<file path="src/rtl/fifo_in_seq_pkg.sv">
// Shared command codes and state encoding for fifo_in_sequencer.
// The drain states exist only when FIFO_IN_SEQ_DRAIN_EN is defined.
package fifo_in_seq_pkg;

    localparam logic [1:0] CMD_IDLE = 2'b00;
    localparam logic [1:0] CMD_LOAD = 2'b01;
    localparam logic [1:0] CMD_PUSH = 2'b10;
    localparam logic [1:0] COL_PUSH = 2'd3;
    localparam int unsigned NUM_PRE_REGS = 3;

    typedef enum logic [2:0] {
        IDLE       = 3'd0,
        LOAD       = 3'd1,
`ifdef FIFO_IN_SEQ_DRAIN_EN
        DRAIN_CLR  = 3'd2,
        DRAIN_PUSH = 3'd3,
`endif
        FINISH     = 3'd4
    } seq_state_t;

endpackage

</file>
<file path="src/rtl/fifo_in_sequencer.sv">
// Load/push command sequencer for the systolic array's skewing input FIFO.
// Define FIFO_IN_SEQ_DRAIN_EN to add the zero-row drain of the skew chain.
module fifo_in_sequencer #(
    parameter int unsigned SKEW_DEPTH = 15,
    parameter int unsigned ROW_W      = 8
) (
    input  logic             clk,
    input  logic             reset,
    input  logic             start,
    input  logic             flush,
    input  logic [ROW_W-1:0] cfg_rows,
    input  logic [31:0]      s_data,
    input  logic             s_valid,
    output logic             s_ready,
    output logic [31:0]      fifo_data,
    output logic [1:0]       fifo_command,
    output logic [1:0]       fifo_col,
    output logic             busy,
    output logic             done,
    output logic [ROW_W-1:0] rows_done
);
    import fifo_in_seq_pkg::*;

    localparam logic [ROW_W-1:0] ROW_ONE = 1;

`ifdef FIFO_IN_SEQ_DRAIN_EN
    localparam int unsigned DRAIN_W = $clog2(SKEW_DEPTH + 1);
    localparam seq_state_t  TAIL_STATE = DRAIN_CLR;
    logic [DRAIN_W-1:0] drain_cnt;
`else
    localparam seq_state_t  TAIL_STATE = FINISH;
`endif

    seq_state_t       state;
    logic [1:0]       col;
    logic [ROW_W-1:0] cfg_q;

    assign s_ready = (state == LOAD);
    assign busy    = (state != IDLE);

    always_ff @(posedge clk or posedge reset) begin
        if (reset) begin
            state        <= IDLE;
            col          <= '0;
            cfg_q        <= '0;
            rows_done    <= '0;
            fifo_data    <= '0;
            fifo_command <= CMD_IDLE;
            fifo_col     <= '0;
            done         <= 1'b0;
`ifdef FIFO_IN_SEQ_DRAIN_EN
            drain_cnt    <= '0;
`endif
        end else begin
            fifo_command <= CMD_IDLE;
            done         <= 1'b0;
            case (state)
                IDLE: begin
                    if (start) begin
                        cfg_q     <= cfg_rows;
                        rows_done <= '0;
                        col       <= '0;
                        state     <= (cfg_rows != '0) ? LOAD : TAIL_STATE;
                    end
`ifdef FIFO_IN_SEQ_DRAIN_EN
                    else if (flush) begin
                        col   <= '0;
                        state <= DRAIN_CLR;
                    end
`endif
                end
                LOAD: begin
                    // Without an accept the FIFO sees CMD_IDLE and holds; col stays put.
                    if (s_valid) begin
                        fifo_data    <= s_data;
                        fifo_col     <= col;
                        fifo_command <= (col == COL_PUSH) ? CMD_PUSH : CMD_LOAD;
                        col          <= col + 2'd1;
                        if (col == COL_PUSH) begin
                            if (rows_done != '1)
                                rows_done <= rows_done + ROW_ONE;
                            if (rows_done == cfg_q - ROW_ONE)
                                state <= TAIL_STATE;
                        end
                    end
                end
`ifdef FIFO_IN_SEQ_DRAIN_EN
                DRAIN_CLR: begin
                    fifo_data    <= '0;
                    fifo_col     <= col;
                    fifo_command <= CMD_LOAD;
                    if (col == 2'(NUM_PRE_REGS - 1)) begin
                        col       <= '0;
                        drain_cnt <= '0;
                        state     <= DRAIN_PUSH;
                    end else begin
                        col <= col + 2'd1;
                    end
                end
                DRAIN_PUSH: begin
                    fifo_data    <= '0;
                    fifo_col     <= COL_PUSH;
                    fifo_command <= CMD_PUSH;
                    if (drain_cnt == DRAIN_W'(SKEW_DEPTH - 1))
                        state <= FINISH;
                    else
                        drain_cnt <= drain_cnt + DRAIN_W'(1);
                end
`endif
                FINISH: begin
                    done  <= 1'b1;
                    state <= IDLE;
                end
                default: state <= IDLE;
            endcase
        end
    end

endmodule
</file>
<file path="config.mk">
export PLATFORM = sky130hd
export DESIGN_NAME = fifo_in_sequencer
export DESIGN_NICKNAME = d
export VERILOG_FILES = /design/src/rtl/fifo_in_seq_pkg.sv /design/src/rtl/fifo_in_sequencer.sv
export SDC_FILE = /design/constraint.sdc
export NUM_CORES = 1
export LEC_CHECK = 0
export BUFFER_PORTS_ARGS = -buffer_cell sky130_fd_sc_hd__buf_4
export CORE_ASPECT_RATIO = 1.75
export CORE_MARGIN = 5
export CORE_UTILIZATION = 44
export DETAILED_ROUTE_END_ITERATION = 10
export PLACE_DENSITY = 0.77
export SLEW_MARGIN = 5
export SYNTH_ARGS = -nofsm -noshare
export SYNTH_HDL_FRONTEND = slang
export SYNTH_SLANG_ARGS = --single-unit
</file>
<file path="constraint.sdc">
create_clock -name clk -period 1.6 [get_ports clk]
set_input_delay 0.08 -clock clk [delete_from_list [all_inputs] [get_ports clk]]
set_output_delay 0.08 -clock clk [all_outputs]
set_load 0.05 [all_outputs]
</file>
==> run_results.csv <==
group,metric,value,unit
outcome,status,"completed",
global_routing,antenna_found_initial,1,
finish,finalInstanceArea,0.00410,sq mm
logic_synthesis,ys_seq_elements,57,
route,via_count,2137,
place,hpwl,4530,um
floorplanning,initial_core_util,45.2,%
setup_path,critPathLaunch,"cfg_q[1]",
floorplanning,core,0.00554,sq mm
setup_path,worstPathArrival,1750,ps
global_routing,grt_pass1_wl,11200,um
power_and_ir_drop,ir_drop,0.00154,V
setup_path,path_max_fanout,3,
global_routing,grt_pass1_vias,2343,
min_path,min_path_type,"in -> reg",
finish,drive_gt1_share,51.1,%
cts,clock_latency,330,ps
setup_path,crit-reg2reg-launch,"cfg_q[1]",
logic_synthesis,syn_nets,247,
logic_synthesis,ys_warn_count,0,
sta,holdWs,54.5,ps
power_and_ir_drop,powerDensity,1900,mW/mm^2
logic_synthesis,synth.area.mux_share,17.5,%
route,vias_per_cell,4.91,
cts,cts_buffer_depth,2,
logic_synthesis,synth.avg_cell_area,12.6,sq um
floorplanning,die-height,110,um
cts,cts.sinks,57,
min_path,hold_start,"s_valid",
route,routed_wl,7000,um
logic_synthesis,synth-edff-count,0,
sta,fmax,643,MHz
logic_synthesis,synth_top_family_by_area,"multiplexers",
floorplanning,rows,36,
place,gp_congestion,0.790,
logic_synthesis,synth_cells,199,
power_and_ir_drop,power,7.82,mW
route,wl_per_cell,16.1,um
power_and_ir_drop,leakage,1.90,nW
sta,setup_viol,0,
logic_synthesis,yosys.area_share.simple,11.3,%
setup_path,required,1790,ps
logic_synthesis,synth_area,0.00250,sq mm
route,drc_errors,0,
logic_synthesis,synth_cell_type_count,35,
logic_synthesis,synthAdderAreaFrac,1.50,%
logic_synthesis,synthXorXnorAreaFrac,5.94,%
setup_path,crit_type,"reg -> reg",
logic_synthesis,async_reset_ff_share,100,%
logic_synthesis,yosysSeqAreaShare,56.9,%
route,drtPass1Iterations,4,
cts,htreeDepth,3,
sta,grt_setup_unrepaired,"yes",
job,cap_violations,0,
sta,maxSlewViolCount,0,
sta,timing.final.crit_period,1550,ps
cts,cts-root-buf,"clkbuf_8",
setup_path,cp-start-kind,"flip-flop",
sta,hold_viol_final,0,
cts,cts_tree,"done",
logic_synthesis,synth_compound_area_share,3.95,%
sta,setup_ws,45.7,ps
sta,finalCritPeriodShare,97.1,%
global_routing,grt_max_degree,58,
global_routing,grt_use_total,21.1,%
route,ant_nets,0,
global_routing,grt_overflow_total,0,
place,post-place-ws,-78.6,ps
route,drt_iter0_drc,65,
sta,worst_slew_pin_slew,304,ps
setup_path,cp-end-kind,"flip-flop",
sta,slew_headroom,79.6,%
logic_synthesis,yosys_most_used_dff,"dfrtp_1",
finish,nNetsFinal,401,
place,port_buffers,90,
floorplanning,dieArea,0.00736,sq mm
place,placed_area,0.00340,sq mm
cts,clkSlewWorstSetupHoldPaths,60,ps
cts,cts-buffers-inserted,9,
floorplanning,die_w,67.0,um
floorplanning,io_pins,92,
finish,syn2layout_area_growth,63.8,%
sta,fin_skew,10.4,ps
flip-flops by register name, indices dropped and copies added (netlist names):
register,cells
fifo_data,32
cfg_q,8
rows_done,8
col,2
fifo_col,2
fifo_command,2
state,2
done,1
Yosys cell counts (all sizes together) (3+ instances only):
| library cell | count | area [sq um] |
|---|---|---|
| and3 | 4 | 25.0 |
| inv | 5 | 18.8 |
| ha | 3 | 37.5 |
| dfrtp | 57 | 1430 |
| o21ai | 6 | 30.0 |
| nand3 | 5 | 25.0 |
| nor3 | 6 | 30.0 |
| xnor2 | 12 | 105 |
| nor4 | 4 | 25.0 |
| mux2 | 39 | 439 |
| buf | 5 | 43.8 |
| nand2 | 12 | 47.6 |
| nor2b | 3 | 18.8 |
| nor2 | 12 | 45.0 |
| xor2 | 5 | 43.8 |
stage by stage:
step	cells	setup TNS, ps	utilization, %
global placement	373	-2.49	61.3
floorplan	199	-20.7	-
CTS	433	-4.37	72.9
finish	435	0	74.1
detailed placement	373	-111	61.3
global route	435	-111	74.1
power breakdown:
part,internal [mW],switching [mW]
Combinational,1.70,2.44
Clock,0.758,0.530
Sequential,1.95,0.438
Total,4.41,3.41
logic make-up after synthesis:
kind of cell             count (synthesis)
adder cells (fa/ha/maj)                  3
flip-flops                              57
AO/OA/AOI/OAI                           15
AND/OR/NAND/NOR                         56
multiplexers                            39
buffers and inverters                   12
XOR/XNOR                                17
worst paths after layout:
check	end	slack, ps	cells after the start
min reg2reg	fifo_data[5]	500	1
min	fifo_command[1]	50	2
max reg2reg	state[0]	50	8
max	state[0]	50	8
max in group asynchronous	rows_done[0]	970	4
min in group asynchronous	fifo_data[15]	370	4
layer usage:
layer  vias to the layer above  GRT usage (%)  part of all wire (%)
li1                       1003              -                     -
met1                      1044           20.6                    33
met2                        70           38.7                    59
met3                        20           5.62                   3.9
met4                         0           11.9                   3.6
met5                         -              0                     0
worst max-delay path, stage by stage, from the launching register on:
cell      delay (ps)
dfrtp_1          390
inv_2             80
ha_4             140
nor2b_4          130
buf_4            120
nand3b_1         110
xnor2_1          160
nor3_2           180
a22oi_1          110
cells in the final DEF, fill, tap and decap left out, drive strengths merged, types with 5 or more instances in the layout:
| master | n |
|---|---|
| xor2 | 5 |
| nand2 | 12 |
| clkbuf | 13 |
| nand3 | 5 |
| nor3 | 6 |
| nor2 | 12 |
| o21ai | 6 |
| dfrtp | 57 |
| inv | 5 |
| buf | 108 |
| mux2 | 39 |
| dlygate4sd3 | 41 |
| xnor2 | 12 |
timing repair:
action | in CTS | in global routing
setup endpoints to repair | 2 | 5
pin swaps | 8 | 4
hold endpoints to repair | 97 | 0
resized for setup | 6 | 9
hold buffers | 41 | 0
buffers inserted | 3 | 1
layout make-up:
type                            count  area (sq um)
Clock buffer                       13           149
Timing Repair Buffer              149          1260
Tap cell                           76          95.1
Sequential cell                    57          1430
Fill cell                         380          1440
Antenna cell                        1          2.50
Clock inverter                      3          40.0
Multi-Input combinational cell    130          1100
Inverter                            6          23.8
No activity file was read; power rests on OpenSTA's default activity.
